--- src/rtl/divider_pkg.sv ---
// divider_pkg: shared types and constants for the restoring divider.
//   state_t            - control FSM states
//   DEFAULT_WIDTH      - default operand/result width in bits
//   DEFAULT_ITERATIONS - quotient bits produced per division at the default width
package divider_pkg;

   localparam int unsigned DEFAULT_WIDTH      = 8;
   localparam int unsigned DEFAULT_ITERATIONS = DEFAULT_WIDTH;

   typedef enum logic [2:0] {
      ST_IDLE,
      ST_LOAD,
      ST_SHIFT,
      ST_TRY,
      ST_DONE
   } state_t;

endpackage

--- src/rtl/divider_if.sv ---
// divider_if: operand/result bundle of the divider.
//   Run        - start a division (level, sampled in IDLE)
//   ClrA_LoadB - in IDLE: clear A/X and load dividend from S into B
//   S          - dividend (with ClrA_LoadB) or divisor (with Run)
//   Aval/Xval  - remainder register and its extension bit
//   Bval       - dividend register, becomes the quotient
//   Done       - result valid
//   DivZero    - divisor register holds zero
interface divider_if
   import divider_pkg::*;
#(
   parameter int unsigned WIDTH = DEFAULT_WIDTH
);

   logic             Run;
   logic             ClrA_LoadB;
   logic [WIDTH-1:0] S;
   logic [WIDTH-1:0] Aval;
   logic [WIDTH-1:0] Bval;
   logic             Xval;
   logic             Done;
   logic             DivZero;

   modport master (
      output Run, ClrA_LoadB, S,
      input  Aval, Bval, Xval, Done, DivZero
   );

   modport slave (
      input  Run, ClrA_LoadB, S,
      output Aval, Bval, Xval, Done, DivZero
   );

endinterface

--- src/rtl/divider_reg_unit.sv ---
// divider_reg_unit: X/A/B/D registers with the load, shift and trial-subtract
// datapath of a restoring divider. One control strobe is active per cycle.
//   Clk, Reset  - clock, synchronous active-high reset
//   clr_load    - clear {X,A}, load B from s_in
//   load_d      - load D from s_in, clear {X,A}, capture the divisor-zero flag
//   shift_en    - shift {X,A,B} left one bit
//   try_en      - trial subtract D from {X,A}; keep the result if non-negative
//   s_in        - operand input
//   a_q,b_q,x_q - register contents
//   div_zero_q  - divisor captured at the last load was zero
module divider_reg_unit
   import divider_pkg::*;
#(
   parameter int unsigned WIDTH = DEFAULT_WIDTH
) (
   input  logic             Clk,
   input  logic             Reset,
   input  logic             clr_load,
   input  logic             load_d,
   input  logic             shift_en,
   input  logic             try_en,
   input  logic [WIDTH-1:0] s_in,
   output logic [WIDTH-1:0] a_q,
   output logic [WIDTH-1:0] b_q,
   output logic             x_q,
   output logic             div_zero_q
);

   logic [WIDTH-1:0] d_q;
   logic [WIDTH:0]   diff;

   // MSB of the (WIDTH+1)-bit difference is the borrow: set means {X,A} < D.
   assign diff = {x_q, a_q} - {1'b0, d_q};

   always_ff @(posedge Clk) begin
      if (Reset) begin
         x_q        <= 1'b0;
         a_q        <= '0;
         b_q        <= '0;
         d_q        <= '0;
         div_zero_q <= 1'b0;
      end else if (clr_load) begin
         {x_q, a_q} <= '0;
         b_q        <= s_in;
      end else if (load_d) begin
         {x_q, a_q} <= '0;
         d_q        <= s_in;
         div_zero_q <= (s_in == '0);
      end else if (shift_en) begin
         {x_q, a_q, b_q} <= {a_q, b_q, 1'b0};
      end else if (try_en) begin
         if (!diff[WIDTH]) begin
            {x_q, a_q} <= diff;
         end
         b_q[0] <= ~diff[WIDTH];
      end
   end

endmodule

--- src/rtl/divider_unit.sv ---
// divider_unit: unsigned restoring divider, one quotient bit per SHIFT/TRY pair.
//   Clk   - clock, rising edge
//   Reset - synchronous active-high reset
//   bus   - divider_if slave: Run/ClrA_LoadB/S in, Aval/Bval/Xval/Done/DivZero out
module divider_unit
   import divider_pkg::*;
#(
   parameter int unsigned WIDTH = DEFAULT_WIDTH
) (
   input  logic      Clk,
   input  logic      Reset,
   divider_if.slave  bus
);

   localparam int unsigned    CW   = (WIDTH > 1) ? $clog2(WIDTH) : 1;
   localparam logic [CW-1:0]  LAST = CW'(WIDTH - 1);

   state_t        state_q, state_d;
   logic [CW-1:0] cnt_q;
   logic          clr_load, load_d, shift_en, try_en, done;

   always_ff @(posedge Clk) begin
      if (Reset) begin
         state_q <= ST_IDLE;
         cnt_q   <= '0;
      end else begin
         state_q <= state_d;
         if (load_d) begin
            cnt_q <= '0;
         end else if (try_en) begin
            cnt_q <= cnt_q + CW'(1);
         end
      end
   end

   always_comb begin
      state_d  = state_q;
      clr_load = 1'b0;
      load_d   = 1'b0;
      shift_en = 1'b0;
      try_en   = 1'b0;
      done     = 1'b0;
      case (state_q)
         ST_IDLE: begin
            // Loading the dividend takes priority over starting a division.
            if (bus.ClrA_LoadB) begin
               clr_load = 1'b1;
            end else if (bus.Run) begin
               state_d = ST_LOAD;
            end
         end
         ST_LOAD: begin
            load_d  = 1'b1;
            state_d = ST_SHIFT;
         end
         ST_SHIFT: begin
            shift_en = 1'b1;
            state_d  = ST_TRY;
         end
         ST_TRY: begin
            try_en  = 1'b1;
            state_d = (cnt_q == LAST) ? ST_DONE : ST_SHIFT;
         end
         ST_DONE: begin
            done = 1'b1;
            if (!bus.Run) begin
               state_d = ST_IDLE;
            end
         end
         default: state_d = ST_IDLE;
      endcase
   end

   divider_reg_unit #(
      .WIDTH (WIDTH)
   ) u_regs (
      .Clk        (Clk),
      .Reset      (Reset),
      .clr_load   (clr_load),
      .load_d     (load_d),
      .shift_en   (shift_en),
      .try_en     (try_en),
      .s_in       (bus.S),
      .a_q        (bus.Aval),
      .b_q        (bus.Bval),
      .x_q        (bus.Xval),
      .div_zero_q (bus.DivZero)
   );

   assign bus.Done = done;

endmodule

--- src/flat_wrapper.sv ---
// flat-port wrapper written by rule: the top's interface ports become plain ports
module divider_unit_flat import divider_pkg::*;
#(
   parameter int unsigned WIDTH = DEFAULT_WIDTH
)
  (Clk, Reset, bus_Run, bus_ClrA_LoadB, bus_S, bus_Aval, bus_Bval, bus_Xval, bus_Done, bus_DivZero);
  divider_if #(.WIDTH(WIDTH)) bus_i ();
  input  logic Clk;
  input  logic Reset;
  input wire logic [$bits(bus_i.Run)-1:0] bus_Run;
  input wire logic [$bits(bus_i.ClrA_LoadB)-1:0] bus_ClrA_LoadB;
  input wire logic [$bits(bus_i.S)-1:0] bus_S;
  output wire logic [$bits(bus_i.Aval)-1:0] bus_Aval;
  output wire logic [$bits(bus_i.Bval)-1:0] bus_Bval;
  output wire logic [$bits(bus_i.Xval)-1:0] bus_Xval;
  output wire logic [$bits(bus_i.Done)-1:0] bus_Done;
  output wire logic [$bits(bus_i.DivZero)-1:0] bus_DivZero;
  assign bus_i.Run = bus_Run;
  assign bus_i.ClrA_LoadB = bus_ClrA_LoadB;
  assign bus_i.S = bus_S;
  assign bus_Aval = bus_i.Aval;
  assign bus_Bval = bus_i.Bval;
  assign bus_Xval = bus_i.Xval;
  assign bus_Done = bus_i.Done;
  assign bus_DivZero = bus_i.DivZero;
  divider_unit #(.WIDTH(WIDTH)) u_core (.Clk(Clk), .Reset(Reset), .bus(bus_i));
endmodule
--- config.mk ---
export PLATFORM = sky130hd
export DESIGN_NAME = divider_unit_flat
export DESIGN_NICKNAME = d
export VERILOG_FILES = /design/src/rtl/divider_pkg.sv /design/src/rtl/divider_if.sv /design/src/rtl/divider_reg_unit.sv /design/src/rtl/divider_unit.sv /design/src/flat_wrapper.sv
export SDC_FILE = /design/constraint.sdc
export NUM_CORES = 1
export LEC_CHECK = 0
export CORE_MARGIN = 10
export CORE_UTILIZATION = 38
export CTS_CLUSTER_DIAMETER = 150
export DETAILED_ROUTE_END_ITERATION = 12
export SETUP_SLACK_MARGIN = 0.5
export SLEW_MARGIN = 10
export SYNTH_ARGS = -nofsm -noshare
export SYNTH_HDL_FRONTEND = slang
export SYNTH_SLANG_ARGS = --single-unit
--- constraint.sdc ---
create_clock -name Clk -period 5.4 [get_ports Clk]
set_input_delay 0.81 -clock Clk [delete_from_list [all_inputs] [get_ports Clk]]
set_output_delay 0.81 -clock Clk [all_outputs]
set_load 0.01 [all_outputs]
# After elaboration in Yosys (flattened, before gate mapping)
# Index checks and enable logic that the tools add are counted.
# word_totals
out_inout_bits	19
wordCells	56
input_bits	12
reg_bits	32
# classes
eq_ne	10
n_bitwise	2
mux	22
n_reduce_logical	12
addsub	2
# op_table
cell	count
8-bit two-way mux	5
3-bit case mux with 5 select lines	1
3-bit two-way mux	4
1-bit two-way mux	11
9-bit by 8-bit subtractor with 9-bit output	1
8-bit zero test	1
2-bit AND reduction	4
7-bit two-way mux	1
3-bit by 2-bit == test with 1-bit output (second input constant)	2
3-bit == test (second input constant)	2
2-bit inequality test (second input constant)	3
2-bit by 1-bit inequality test with 1-bit output (second input constant)	2
2-bit nonzero test	2
3-bit by 1-bit adder with 3-bit output (second input constant)	1
3-bit by 1-bit == test with 1-bit output (second input constant)	1
3-bit zero test	1
3-bit AND reduction	1
3-bit nonzero test	1
3-bit OR reduction	1
1-bit inverter	2
2-bit OR reduction	1

# Depth between registers and ports, before layout
# depth
ltp_word	6
mapped_depth	10
depth_no_buf	9

# Hierarchy
# Synthesis repeated with hierarchy kept, for this count alone.
# unflattened
cells_unflattened	241
hier_area_um2	1884.3
# modules_own_cells
mod	seq_area_each_um2	instances	area_each_um2	cells_per_inst
divider_reg_unit	520.5	1	1590.3	207
divider_unit	120.1	1	294.0	34

# Worst setup path before layout
# No wires, ideal clock.
# synth_path
path_kind	register to register
start	register u_core.u_regs.a_q[0]
end	register u_core.u_regs.a_q[7]
path_stages_with_launch	11
synth_period_minus_slack_ps	2273
setup_slack_ps	3127
setup_time_ps	130
arrival_ps	2143
required_ps	5270
path_buffers	1
path_cell_list	dfxtp_1 > inv_1 > ha_1 > fa_1 > nand2b_1 > a21oi_2 > a31oi_4 > mux2i_1 > buf_6 > mux2i_1 > a21oi_1
# synth_via
elab_chain_len	4
word_cells_on_any_way	6
cone_classes	add/sub (1); eq/ne (1); mux (3); reduce/logical (1)
# synth_lines
element	line	rtl
start: declaration	divider_reg_unit.sv:23	output logic [WIDTH-1:0] a_q,
start signal: assignment	divider_reg_unit.sv:50	{x_q, a_q, b_q} <= {a_q, b_q, 1'b0};
start signal: assignment	divider_reg_unit.sv:53	{x_q, a_q} <= diff;
9-bit by 8-bit subtractor with 9-bit output (*)	divider_reg_unit.sv:33	assign diff = {x_q, a_q} - {1'b0, d_q};
8-bit two-way mux	divider_reg_unit.sv:52	if (!diff[WIDTH]) begin
8-bit two-way mux	divider_reg_unit.sv:51	end else if (try_en) begin
8-bit two-way mux	divider_reg_unit.sv:49	end else if (shift_en) begin
# Mark *: on every way between the ends. The rest lies on a longest branch, timed or not. The select of a mux whose other input is x is not followed.
# A chain may end at the register's enable or synchronous reset.

# Final worst setup path
# layout_path
start	input Reset
end	register u_core.u_regs.a_q[1]
# layout_via
elab_chain_len	1
# layout_lines
element	line	rtl
start: declaration	flat_wrapper.sv:9	input logic Reset;
3-bit OR reduction (no line)	n/a	
# Every way passes these cells.

==> results.cfg <==
[synth]
asyncSetResetFlopFracSynth_pct = 0
yosys.area.top_type = dfxtp_1
synthCells = 220
synth_area_leaders = dfxtp_1, ha_1, a21oi_1, nand2_1, o21ai_0
synth-main-ff-cell = dfxtp_1
syn-cell-area_um2 = 1760
number_of_library_cell_types_mapped_by_synthesis = 39
multiplexer_area_fraction_after_synthesis_pct = 3.41
avgSynthCellArea_um2 = 8.00
yosys.area_share.xor_xnor_pct = 2.49
synth_edf_count = 0
yosys_warnings = 0
synthSimpleGateAreaFrac_pct = 22.9
mappedNetlistNets = 243
ys_seq_area_share_pct = 36.4
synth_seq_cells = 32
combinational_family_with_the_most_area_after_synthesis = simple AND/OR/NAND/NOR gates
adder_cell_area_share_of_the_yosys_netlist_pct = 8.24
netlist.area_leader.share_pct = 36.4
synth_compound_gate_area_share_pct = 21.5

[floorplan]
initial_core_util_pct = 39.9
rows = 24
die_h_um = 88.1
die_area_um2 = 7760
count_of_pins_on_the_block_boundary = 31
die_width_um = 88.1
core_footprint_um2 = 4410

[worst_setup_path]
worst-endpoint-required_ps = 5630
timing.setup.critical_path_class = primary input to register
worst_ep_arrival_time_ps = 3030
worst_setup_ep_type = register
r2r_cells = 9
path_cells = clkdlybuf4s50_1 -> nor3_2 -> or4b_1 -> nand3_1
reg2reg_from = u_core.u_regs.a_q[0]
slowest_delay_ps = 840
ff_to_ff_end = u_core.u_regs.a_q[4]
worstPathMaxFanout = 24
crit_slowest_cell = clkdlybuf4s50_1
worst-r2r-setup-slack_ps = 2630
cp-start-kind = primary input

[clock_tree]
cts_repair_resize_count = 0
cts_tree = yes
cts_root_buffer = clkbuf_8
cts-hold-fix-buffers = 0
cts_buffer_depth = 2
h-tree-depth = 2
tritoncts_buffer_count = 5
cts_setup_buffers = 0
clkTransAtPathRegs_ps = 70
cts.sink_count = 32
clk_latency_ps = 290

[timing]
slew_headroom_pct = 41.2
maxClockFrequency_mhz = 357
worstMarginPinSlew_ps = 864
final-hold-violation-count = 0
final_max_slew_viol_count = 0
finalSetupViolCount = 0
timing.setup.tns_ps = 0
timing.final.crit_share_pct = 51.8
period_minus_slack_ps = 2800
fin_skew_ps = 4.36
grt_setup_unrepaired = false
hold-worst-slack_ps = 466

[final_layout]
final_core_utilization_pct = 49.3
antenna-diode-count = 0
layout-drive-gt1-share_pct = 5.67
final_cell_count_no_fill = 299
layout.nets = 269
syn_to_final_growth_pct = 23.6

[routing]
average_vias_per_placed_instance = 5.26
avgRoutedWirePerCell_um = 14.2
drc = 0
drtIter0Drc = 63
vias = 1573
ant_nets = 0
postRouteWirelength_mm = 4.25
drt_pass1_iterations = 4

[hold_path]
worstHoldPathType = register to register
worst_hold_path.endpoint = u_core.cnt_q[1]
timing.hold.worst_path_depth = 2
holdCritStartpoint = u_core.cnt_q[1]

[pwr]
total_power_uw = 605
ir_worst_vdd_uv = 144
power.density_cell_area_nw_per_um2 = 278
leakagePower_nw = 0.758

[flow_run]
drv_cap = 0

[global_route]
grt_antenna_before_repair = 0
grt_start_max_net_pins = 25
grt_first_pass_wirelength_mm = 7.11
grt_use_total_pct = 11.4
globalRouteOverflowTotal = 0
grt_pass1_vias = 1599

[placed_design]
io_buffers = 30
place_congestion = 0.803
dpl.hpwl_mm = 3.04
place.detailed.instances = 291

[status]
run_status = complete, no violations
==> per-stage QoR <==
| stage | instance area [µm²] | setup WS (ps) |
|---|---|---|
| after floorplan | 1760 | 3130 |
| after global placement | 2070 | 2320 |
| after detailed placement | 2070 | 2250 |
| after CTS | 2170 | 2340 |
| after global routing | 2180 | 2400 |
| final | 2180 | 2600 |
==> state kept, by name (all words and copies together), names as in the netlist <==
| signal | cells |
|---|---|
| u_core.u_regs.d_q | 8 |
| u_core.state_q | 3 |
| u_core.u_regs.b_q | 8 |
| u_core.u_regs.a_q | 8 |
| u_core.u_regs.div_zero_q | 1 |
| u_core.cnt_q | 3 |
| u_core.u_regs.x_q | 1 |
==> final cells by class <==
| class | count | area, µm² |
|---|---|---|
| multi-input cells | 167 | 1030 |
| repair buffers | 30 | 300 |
| well taps | 52 | 65.1 |
| flip-flops and latches | 32 | 641 |
| clock inverters | 2 | 15.0 |
| fillers | 436 | 2240 |
| inverters | 10 | 37.5 |
| clock buffers | 6 | 82.6 |
==> cells in the mapped netlist, drive strengths merged (3+ instances only) <==
library cell and number:
a21oi 25, a311oi 7, and2 3, buf 3, clkbuf 8, dfxtp 32, ha 10, inv 10
mux2i 6, nand2 30, nand2b 3, nand3 10, nor2 20, nor3 4, nor4 5, o21ai 19
xnor2 5
==> layout by cell type (no fill, tap or decap), drive strengths merged, types with 2 or more instances in the layout <==
cell type	count
nor2b	2
dfxtp	32
nor2	20
a21oi	25
and2	3
nand2	30
xnor2	5
a311oi	7
nor3	4
o21a	2
or4b	2
nand3	10
clkinvlp	2
clkbuf	6
nand2b	3
nor4	5
mux2i	6
o21ai	19
inv	10
clkdlybuf4s50	30
ha	10
==> worst max-delay path, delay by kind of cell <==
kind	cells	cell delay (ps)
buffers and inverters	1	840
AND/OR/NAND/NOR	3	1370
==> how the worst max path moves through the flow <==
stage | from | end | slack (ps) | cells past startpoint
2_1_floorplan | u_core.u_regs.a_q[0] | u_core.u_regs.a_q[7] | 3130 | 10
3_3_place_gp | Reset | u_core.u_regs.a_q[1] | 2320 | 4
3_5_place_dp | Reset | u_core.u_regs.a_q[1] | 2250 | 4
4_1_cts | u_core.u_regs.a_q[0] | u_core.u_regs.a_q[4] | 2340 | 9
5_1_grt | Reset | u_core.u_regs.a_q[0] | 2400 | 4
6_report | Reset | u_core.u_regs.a_q[1] | 2600 | 4
==> where the power goes <==
part	switching (mW)	leakage (nW)	total, mW	internal (mW)
Sequential	0.0136	0.261	0.263	0.249
Clock	0.0951	0.0434	0.198	0.103
Combinational	0.0743	0.453	0.144	0.0692
Total	0.183	0.758	0.605	0.422
==> layer usage <==
| layer | global-route usage, % | wire length (µm) | share of wire [%] | vias up |
|---|---|---|---|---|
| met4 | 3.85 | 38 | 0.89 | 0 |
| li1 | - | - | - | 834 |
| met2 | 17.7 | 1790 | 42 | 32 |
| met5 | 0 | 0 | 0 | - |
| met1 | 13.6 | 2100 | 49 | 703 |
| met3 | 5.20 | 319 | 7.5 | 4 |
==> cells by family (layout without fill, tap and decap cells) <==
logic type,count (synthesis),after routing
AOI/OAI and AO/OA,61,61
DFF,32,32
buffers and inverters,21,48
adders and majority gates,11,11
muxes,6,6
xor gates and xnor gates,5,5
and+or+nand+nor,84,84
Note: power is estimated with default switching activity, not from simulation.
